File: src/rtl/fifo_wr_arbiter.sv
// fifo_wr_arbiter: round-robin arbiter sharing one sync_fifo write port among
// N valid/ready producers. An owner keeps the port for at most BURST words,
// and no write is issued while the FIFO reports full.
module fifo_wr_arbiter #(
  parameter int N     = 4,
  parameter int WIDTH = 8,
  parameter int BURST = 4,
  localparam int IDW  = (N > 1) ? $clog2(N) : 1
) (
  input  logic                 clk,
  input  logic                 rst,
  input  logic [N-1:0]         req_valid,
  input  logic [N*WIDTH-1:0]   req_data,
  output logic [N-1:0]         req_ready,
  input  logic                 fifo_full,
  output logic                 fifo_write,
  output logic [WIDTH-1:0]     fifo_data_in,
  output logic                 grant_valid,
  output logic [IDW-1:0]       grant_id
);

  localparam int CW = (BURST > 1) ? $clog2(BURST) : 1;

  typedef enum logic {IDLE, OWN} state_t;

  state_t           st, st_n;
  logic [IDW-1:0]   owner, owner_n;
  logic [IDW-1:0]   last, last_n;
  logic [IDW-1:0]   pick;
  logic [CW-1:0]    cnt, cnt_n;
  logic             owner_valid;
  logic [WIDTH-1:0] owner_data;
  logic             xfer;

  // Round-robin search starting just after the last granted index.
  function automatic logic [IDW-1:0] rr_pick(input logic [N-1:0] v,
                                             input logic [IDW-1:0] l);
    logic [IDW-1:0] p;
    logic           found;
    int             idx;
    p     = '0;
    found = 1'b0;
    for (int k = 1; k <= N; k++) begin
      idx = (int'(l) + k) % N;
      for (int i = 0; i < N; i++) begin
        if (!found && (i == idx) && v[i]) begin
          p     = IDW'(i);
          found = 1'b1;
        end
      end
    end
    return p;
  endfunction

  // Select the current owner's valid bit and data word.
  always_comb begin
    owner_valid = 1'b0;
    owner_data  = '0;
    for (int i = 0; i < N; i++) begin
      if (owner == IDW'(i)) begin
        owner_valid = req_valid[i];
        owner_data  = req_data[i*WIDTH +: WIDTH];
      end
    end
  end

  // FSM state register; only control state is reset.
  always_ff @(posedge clk) begin
    if (rst) begin
      st    <= IDLE;
      owner <= '0;
      last  <= IDW'(N - 1);
      cnt   <= '0;
    end else begin
      st    <= st_n;
      owner <= owner_n;
      last  <= last_n;
      cnt   <= cnt_n;
    end
  end

  // Next-state and transfer outputs; reset gates the write in the same cycle.
  always_comb begin
    st_n         = st;
    owner_n      = owner;
    last_n       = last;
    cnt_n        = cnt;
    xfer         = 1'b0;
    fifo_write   = 1'b0;
    req_ready    = '0;
    fifo_data_in = '0;
    pick         = rr_pick(req_valid, last);

    case (st)
      IDLE: begin
        if (|req_valid) begin
          st_n    = OWN;
          owner_n = pick;
          last_n  = pick;
          cnt_n   = '0;
        end
      end
      OWN: begin
        if (!owner_valid) begin
          // Owner withdrew: release without a transfer, full or not.
          st_n  = IDLE;
          cnt_n = '0;
        end else if (!fifo_full) begin
          xfer = 1'b1;
          if (cnt == CW'(BURST - 1)) begin
            st_n  = IDLE;
            cnt_n = '0;
          end else begin
            cnt_n = cnt + 1'b1;
          end
        end
        // Owner valid and FIFO full: stall with everything held.
      end
      default: st_n = IDLE;
    endcase

    if (xfer && !rst) begin
      fifo_write   = 1'b1;
      fifo_data_in = owner_data;
      for (int i = 0; i < N; i++) begin
        if (owner == IDW'(i)) req_ready[i] = 1'b1;
      end
    end
  end

  assign grant_valid = (st == OWN);
  assign grant_id    = grant_valid ? owner : '0;

endmodule

File: config.mk
export PLATFORM = sky130hd
export DESIGN_NAME = fifo_wr_arbiter
export DESIGN_NICKNAME = d
export VERILOG_FILES = /design/src/rtl/fifo_wr_arbiter.sv
export SDC_FILE = /design/constraint.sdc
export NUM_CORES = 1
export LEC_CHECK = 0
export CELL_PAD_IN_SITES_DETAIL_PLACEMENT = 0
export CELL_PAD_IN_SITES_GLOBAL_PLACEMENT = 1
export CORE_MARGIN = 2
export CORE_UTILIZATION = 22
export CTS_BUF_LIST = sky130_fd_sc_hd__clkbuf_8 sky130_fd_sc_hd__clkbuf_16
export CTS_CLUSTER_SIZE = 16
export DETAILED_ROUTE_END_ITERATION = 10
export PLACE_DENSITY = 0.88
export SLEW_MARGIN = 20
export SYNTH_ARGS = -nofsm -noshare
export SYNTH_HDL_FRONTEND = slang
export SYNTH_SLANG_ARGS = --single-unit
File: constraint.sdc
create_clock -name clk -period 2.3 [get_ports clk]
set_input_delay 0.345 -clock clk [delete_from_list [all_inputs] [get_ports clk]]
set_output_delay 0.345 -clock clk [all_outputs]
set_load 0.02 [all_outputs]
After elaboration in Yosys (flattened, before gate mapping)
Index checks and enable logic that the tools add are counted.

operators by class
  eq/ne operators = 18
  reduce and logical (&&, ||, !) cells = 60
  muxes and demuxes = 59
  bitwise operators = 5
  $add $sub $neg = 5

operators by type and width
  cell                                            count
  zero test 32 bit                                4
  2-to-1 mux 8 bit                                5
  2-to-1 mux 2 bit                                19
  logical AND 1 bit                               32
  2-to-1 mux 1 bit                                32
  == test 3 bit (first input constant)            8
  zero test 1 bit                                 16
  == test 2 x 3 -> 1 bit (first input constant)   4
  OR reduction 2 bit                              4
  adder 2 x 1 -> 2 bit (second input constant)    3
  == test 2 bit (second input constant)           3
  adder 2 bit (second input constant)             2
  AND 1 bit (first input constant)                4
  2-to-1 mux 4 bit                                1
  one-hot mux 2 bit (2 select lines)              1
  AND reduction 2 bit                             2
  OR reduction 4 bit                              1
  != test 3 bit (second input constant)           1
  == test 2 x 1 -> 1 bit (second input constant)  1
  zero test 2 bit                                 1
  != test 2 bit (second input constant)           1
  one-hot mux 1 bit (2 select lines)              1
  inverter 1 bit                                  1

storage, ports and cells
  output and inout port bits = 16
  flip-flop bits (word level) = 7
  logic and storage cells = 151

Depth between registers and ports, before layout
Gate-level depths: netlist of the first run.

  depth in word-level cells = 66
  mapped depth = 7

Worst setup path after synthesis of the first run
OpenSTA, ideal clock, no wires.

  path type = register to output
  from = register owner[0]
  to = output port req_ready[1]
  data required time = 1.955 ns
  arrival = 1.712 ns
  setup slack = 0.243 ns
  cell stages (with the launch flop) = 6
  cells stage by stage = dfxtp_1 buf_6 mux4_2 nand2_1 or3_4 nor3b_1

between the ends
  cells in the longest elaborated chain, start to end = 9

ends and longest elaborated chain
  item                           line  source
  from (decl)                    27    logic [IDW-1:0] owner, owner_n;
  from (signal assigned)         76    owner <= owner_n;
  zero test 2 bit                60    if (owner == IDW'(i)) begin
  2-to-1 mux 1 bit (4 in a row)  60
  2-to-1 mux 1 bit               104   if (!owner_valid) begin
  2-to-1 mux 1 bit               94    case (st)
  logical AND 1 bit              122   if (xfer && !rst) begin
  2-to-1 mux 4 bit (*)           122
  to (decl)                      14    output logic [N-1:0] req_ready,

Mark *: on every way between the ends. The rest lies on a longest branch, timed or not.

Worst setup path in the final report of the first run
Same ends and word-level chain as after synthesis.

==> results of run 1 <==
## what timing repair did
action,CTS,global route
pin swaps,0,1
setup buffers,0,1
endpoints found under the setup margin,13,9
cloned,0,1
resized for setup,55,10
## critical path, delay by kind of cell, from the launching register on
| kind | cells | cell delay, ps |
|---|---|---|
| mux | 1 | 340 |
| flops | 1 | 320 |
| simple gates | 3 | 710 |
| buf+inv | 1 | 190 |
## area by class of cell
| class | instances | area (µm²) | area share |
|---|---|---|---|
| multi-input combinational | 57 | 517 | 0.382 |
| timing repair buffer | 66 | 587 | 0.434 |
| clock buffer | 3 | 41.3 | 0.0306 |
| timing repair inverter | 1 | 5.00 | 0.00370 |
| inverter | 3 | 16.3 | 0.0120 |
| clock inverter | 1 | 3.75 | 0.00278 |
| sequential | 7 | 140 | 0.104 |
| tap | 33 | 41.3 | 0.0306 |
## how the worst min path moves through the flow
stage	end	slack, ps
6_report	cnt[1]	480
5_1_grt	cnt[1]	520
4_1_cts	cnt[1]	490
3_5_place_dp	cnt[1]	470
3_3_place_gp	cnt[1]	460
2_1_floorplan	owner[1]	410
## routing by layer
| layer | vias to the layer above | share of wire | routed length (µm) | GRT usage |
|---|---|---|---|---|
| met5 | - | 0 | 0 | 0 |
| met4 | 0 | 0.0033 | 8 | 0.0571 |
| met3 | 2 | 0.13 | 304 | 0.0459 |
| met2 | 44 | 0.50 | 1200 | 0.250 |
| met1 | 385 | 0.37 | 896 | 0.127 |
| li1 | 398 | - | - | - |
## logic make-up after synthesis
logic type / after synthesis / share of synthesized area
buf+inv: 7 / 0.0607
simple gates: 35 / 0.287
flops: 7 / 0.206
fa+ha+maj: 1 / 0.0184
mux: 9 / 0.303
compound gates: 12 / 0.125
## placed cells by master, fill, tap and decap left out, types with 2 or more instances in the layout
cell,synthesis,routed
a22o_1,3,3
buf_2,0,11
nand2b_1,4,4
nor3_1,2,2
buf_4,0,12
mux4_2,8,8
a21oi_1,3,3
nor3b_2,0,2
nor2_1,8,8
nand2_1,4,3
inv_1,2,3
clkbuf_8,0,3
dfxtp_1,7,7
clkdlybuf4s50_1,0,37
dlymetal6s2s_1,0,4
and2_1,10,10
## per-stage QoR
step / utilization / setup slack [ps] / hold WS [ps]
floorplan: - / 243 / 414
global placement: 0.438 / -443 / 462
detailed placement: 0.438 / -453 / 474
CTS: 0.436 / 12.0 / 486
global route: 0.450 / 93.4 / 518
finish: 0.450 / 180 / 481
## flip-flops by register name (all words and copies together) (netlist names)
signal,cells
cnt,2
last,2
owner,2
grant_valid,1
## power by group through the flow
stage / Sequential, W / Combinational (W) / Clock, W
2_1_floorplan: 0.000146 / 0.000108 / 0
3_3_place_gp: 0.000143 / 0.000224 / 0
3_5_place_dp: 0.000144 / 0.000230 / 0
4_1_cts: 0.000141 / 0.000227 / 0.000171
5_1_grt: 0.000144 / 0.000246 / 0.000181
6_report: 0.000142 / 0.000227 / 0.000168
==> summary.md, run 1 <==
| Metric | Value |
|---|---|
| Combinational group share of total power | `0.423` |
| Area Overhead vs Synth | `98.5%` |
| Most area-hungry cell type in the Yosys netlist | `mux4_2` |
| Hold path start | `cnt[1]` |
| #FFs+latches synth | `7` |
| Tmin final | `2120 ps` |
| Die area | `0.00355 mm²` |
| Number of flops mapped to enable cells by yosys | `0` |
| Initial Util | `0.227` |
| Critical path launch point type | `flip-flop` |
| HP Class | `reg -> reg` |
| Placed instance area | `0.00132 mm²` |
| Overall power | `0.000537 W` |
| FMAX | `472 MHz` |
| Post-synth ARST share | `0` |
| Pwr dens | `397 mW/mm²` |
| Share of layout cells above drive strength 1 | `0.312` |
| Largest net degree at the start of global routing | `15` |
| Cell count after synthesis | `71` |
| CTS tree | `yes` |
| Reg2Reg Setup Slack | `480 ps` |
| Slew HR | `0.570` |
| Final instance area | `0.00135 mm²` |
| Clock Sinks | `7` |
| CP max FO | `5` |
| RR Startpoint | `owner[0]` |
| Post-synth top area share | `0.265` |
| Final worst-path cycle share | `0.922` |
| Maximum VDD drop | `0.184 mV` |
| Max-slew violation count | `0` |
| Total GRT Usage | `0.132` |
| Crit path kind | `reg -> out` |
| Endpoint class of the critical path | `output port` |
| DRC viols | `0` |
| Cell Int Power | `0.000391 W` |
| Status | `finished, final reports clean` |
| Initial antenna violation count | `0` |
| Chip width | `59.6 µm` |
| Worst reg2reg path depth | `7` |
| DR WL/cell | `14.1 µm` |
| Number of port buffers | `54` |
| CP Data Required Time | `1960 ps` |
| Nets | `179` |
| Avg Cell Area, Syn | `9.59 µm²` |
| Sequential power share | `0.264` |
| Boundary pin count | `55` |
| Inst Count DP | `165` |
| CP arrival | `1770 ps` |
| CTS clk-pin slew, worst paths | `40 ps` |
| P_sw | `0.000146 W` |
| Gpl congestion | `0.740` |
| DRT Pass-1 Iters | `4` |
| Aggregate global routing overflow | `0` |
| Synth cell count leaders | `and2_1 (10), mux4_2 (8), nor2_1 (8), dfxtp_1 (7)` |
| Non-Filler Instances | `171` |
| Clock power frac | `0.313` |
| Most common cell in the netlist | `and2_1` |
| Initial DRC Count | `15` |
| Mapped cell area | `681 µm²` |
| FF-to-FF End | `cnt[1]` |
| CP max stage delay | `440 ps` |
| Crit-path slowest cell | `or3_4` |
| Setup crit end | `req_ready[1]` |
| Clk_lat worst skew | `220 ps` |
| Post-route antenna net violation count | `0` |
| Yosys synthesis warning count | `0` |
| Netlist cell types | `26` |
| Hold Fails Final Rpt | `0` |
| Cells taking the most area after synthesis | `mux4_2 (26%), dfxtp_1 (21%), and2_1 (9.2%), nor2_1 (4.4%), mux4_1 (3.9%)` |
| Standard-cell rows | `20` |
| Worst hold stages | `1` |
| HPWL after DPL | `1.94 mm` |
| CTS max path bufs | `2` |
| Leak | `0.606 nW` |
| Total number of vias | `829` |
| Net Count, Synth | `111` |
| Filler cell count | `303` |
| H-tree depth | `1` |
| Crit path from | `owner[0]` |
| Clk_skew | `0.978 ps` |
| Max-cap violations | `0` |
| Sequential element share of the synthesized area | `0.206` |
| Avg Vias per Cell | `4.85` |
| TritonCTS Buffers | `3` |
| First-pass GRT wire length | `3.40 mm` |
| Critical path cell sequence | `mux4_2 -> nand2_2 -> or3_4 -> nor3b_2 -> buf_2` |
| Final setup viols | `0` |
| Diode count | `0` |
| Post-Route WL | `2.41 mm` |
| Unrepaired setup endpoints after global routing | `no` |
| Worst-margin pin slew | `629 ps` |
| Post-CTS Hold Buffers | `0` |
| CTS root buffer | `clkbuf_8` |
| Die Ht | `59.6 µm` |
| Total core area | `0.00300 mm²` |
| Sum of negative setup slack | `0 ps` |
| Vias in the first global route | `787` |
| Commonest register cell after synthesis | `dfxtp_1` |
| Sw Ratio | `0.272` |
No activity file was read; power rests on OpenSTA's default activity.
==> run 2: changes to the inputs <==
--- a/config.mk
+++ b/config.mk
@@ -5,6 +5,7 @@
 export SDC_FILE = /design/constraint.sdc
 export NUM_CORES = 1
 export LEC_CHECK = 0
+export CAP_MARGIN = 40
 export CELL_PAD_IN_SITES_DETAIL_PLACEMENT = 0
 export CELL_PAD_IN_SITES_GLOBAL_PLACEMENT = 1
 export CORE_MARGIN = 2
@@ -17,3 +18,4 @@
 export SYNTH_ARGS = -nofsm -noshare
 export SYNTH_HDL_FRONTEND = slang
 export SYNTH_SLANG_ARGS = --single-unit
+export TNS_END_PERCENT = 5
==> constraint.sdc (replaced) <==
create_clock -name clk -period 2.3 [get_ports clk]
set_input_delay 0.23 -clock clk [delete_from_list [all_inputs] [get_ports clk]]
set_output_delay 0.23 -clock clk [all_outputs]
set_load 0.02 [all_outputs]
==> summary.md, run 2 (synthesis gave the netlist of run 1 again) <==
| Metric | Value |
|---|---|
| Status | `finished, final reports clean` |
| CTS root buffer | `clkbuf_8` |
| Tmin final | `2190 ps (+67.1 ps)` |
| Commonest non-fill, non-tap cells in the layout | `clkdlybuf4s50_1 (41), and2_1 (10), buf_4 (10)` |
| Diode count | `0 (unchanged)` |
| Post-route antenna net violation count | `0 (unchanged)` |
| DR top layer | `met4` |
| Hold path start | `cnt[1]` |
| Die area | `0.00355 mm² (unchanged)` |
| FMAX | `457 MHz (-3.1%)` |
| Hold Fails Final Rpt | `0 (unchanged)` |
| Endpoint class of the critical path | `output port` |
| Largest net degree at the start of global routing | `15 (unchanged)` |
| CTS clk-pin slew, worst paths | `40 ps (about the same)` |
| M1 WL | `878 µm (-2.0%)` |
| Aggregate global routing overflow | `0 (unchanged)` |
| Critical path cell sequence | `clkdlybuf4s50_1 -> mux4_2 -> nand2_1 -> or3_4 -> inv_2 -> and2_1 -> dlygate4sd2_1` |
| Maximum VDD drop | `0.179 mV (-2.9%)` |
| Critical path launch point type | `input pin` |
| Leak | `0.567 nW (-6.4%)` |
| PnR worst setup slack | `113 ps (-67.1 ps)` |
| H-tree depth | `1 (unchanged)` |
| Dpl ws | `-223 ps (+230 ps)` |
| Overall power | `0.000525 W (-2.1%)` |
| Slew HR | `0.584 (+0.0135)` |
| DR WL/cell | `13.3 µm (-5.6%)` |
| Most common cell after layout, fill and taps aside | `clkdlybuf4s50_1` |
| Crit path from | `req_valid[3]` |
| Chip width | `59.6 µm (unchanged)` |
| Clock Sinks | `7 (unchanged)` |
| CP arrival | `1960 ps (+190 ps)` |
| Number of port buffers | `54 (unchanged)` |
| HPWL after DPL | `1.87 mm (-4.0%)` |
| RR Startpoint | `owner[0]` |
| First-pass GRT wire length | `3.58 mm (+5.3%)` |
| Max-slew violation count | `0 (unchanged)` |
| Crit path kind | `in -> out` |
| Standard-cell rows | `20 (unchanged)` |
| CP max stage delay | `480 ps (+40 ps)` |
| Inst Count DP | `164 (-0.61%)` |
| Boundary pin count | `55 (unchanged)` |
| Critical path buffers and inverters | `3 (+2)` |
| Final instance area | `0.00133 mm² (-1.3%)` |
| CTS tree | `yes` |
| Vias in the first global route | `831 (+5.6%)` |
| Total number of vias | `817 (-1.4%)` |
| Worst-margin pin slew | `609 ps (-19.7 ps)` |
| CP max FO | `11 (+6)` |
| Clk_lat worst skew | `220 ps (about the same)` |
| Leading registers by flop count | `cnt: 2 flops, last: 2 flops, owner: 2 flops` |
| Met2 routed WL | `1.04 mm (-13%)` |
| Largest delay share family, worst path | `buffers and inverters` |
| Initial Util | `0.227 (unchanged)` |
| Total core area | `0.00300 mm² (unchanged)` |
| Avg Vias per Cell | `4.86 (+0.31%)` |
| CP Data Required Time | `2070 ps (+110 ps)` |
| Pwr dens | `394 mW/mm² (-0.84%)` |
| Placed instance area | `0.00131 mm² (-0.57%)` |
| Final worst-path cycle share | `0.951 (+0.0292)` |
| CTS max path bufs | `2 (unchanged)` |
| Die Ht | `59.6 µm (unchanged)` |
| Sum of negative setup slack | `0 ps (unchanged)` |
| Clk_skew | `1.03 ps (+0.0475 ps)` |
| Max-cap violations | `0 (unchanged)` |
| HP Class | `reg -> reg` |
| Post-Route WL | `2.23 mm (-7.3%)` |
| Nets | `176 (-1.7%)` |
| TritonCTS Buffers | `3 (unchanged)` |
| Initial antenna violation count | `0 (unchanged)` |
| Routed wl met3 | `295 µm (-3.0%)` |
| DRC viols | `0 (unchanged)` |
| Unrepaired setup endpoints after global routing | `no` |
| Share of layout cells above drive strength 1 | `0.193 (-0.119)` |
| Non-Filler Instances | `168 (-1.8%)` |
| Crit-path slowest cell | `clkdlybuf4s50_1` |
| DRT Pass-1 Iters | `4 (unchanged)` |
| Initial DRC Count | `42 (+27)` |
| Final setup viols | `0 (unchanged)` |
| Gpl congestion | `0.720 (-2.7%)` |
| Area Overhead vs Synth | `96.0%` |
| Total GRT Usage | `0.133 (+0.00102)` |
## run 2: stage by stage
stage	utilization	hold WS [ps]
after global routing	0.444	507
after global placement	0.435	462
final	0.444	477
after CTS	0.445	479
after detailed placement	0.435	468
after floorplan	-	299
## run 2: cell type report
cell class	instances	area, µm²
clock buffers	3	41.3
clock inverters	1	3.75
fillers	287	1670
inverters	3	11.3
multi-input cells	57	499
flip-flops and latches	7	140
well taps	33	41.3
repair buffers	64	597
## run 2: routing by layer
layer  GRT usage  vias up
met4      0.0413        0
met2       0.235       40
li1            -      392
met5           0        -
met1       0.149      383
met3      0.0459        2
## run 2: path summary, 6_finish.rpt
check / cells after the start / slack (ps) / to
hold reg to reg: 1 / 480 / cnt[1]
setup / recovery: 7 / 110 / fifo_data_in[2]
hold / removal: 1 / 480 / cnt[1]
setup reg to reg: 6 / 680 / cnt[1]
## run 2: power by group
group	internal [W]	switching [W]	leakage, nW	total, W
Clock	0.000115	0.0000482	0.0269	0.000163
Sequential	0.000133	0.00000831	0.0578	0.000141
Combinational	0.000142	0.0000793	0.482	0.000221
Total	0.000390	0.000136	0.567	0.000525
## run 2: repair_timing
action                                  4_1_cts  5_1_grt
endpoints found under the setup margin       13        6
resized for setup                            13        8
hold buffers                                  0        0
hold endpoints to repair                      0        0
pin swaps                                     0        0
setup buffers                                 0        0
==> run 3: changes to the inputs <==
--- a/config.mk
+++ b/config.mk
@@ -5,12 +5,14 @@
 export SDC_FILE = /design/constraint.sdc
 export NUM_CORES = 1
 export LEC_CHECK = 0
+export ABC_CLOCK_PERIOD_IN_PS = 2300
 export CAP_MARGIN = 40
 export CELL_PAD_IN_SITES_DETAIL_PLACEMENT = 0
 export CELL_PAD_IN_SITES_GLOBAL_PLACEMENT = 1
 export CORE_MARGIN = 2
 export CORE_UTILIZATION = 22
 export CTS_BUF_LIST = sky130_fd_sc_hd__clkbuf_8 sky130_fd_sc_hd__clkbuf_16
+export CTS_CLUSTER_DIAMETER = 50
 export CTS_CLUSTER_SIZE = 16
 export DETAILED_ROUTE_END_ITERATION = 10
 export PLACE_DENSITY = 0.88
==> results of run 3 <==
Same layout as run 2: the final DEF is identical, and so are final timing and power.
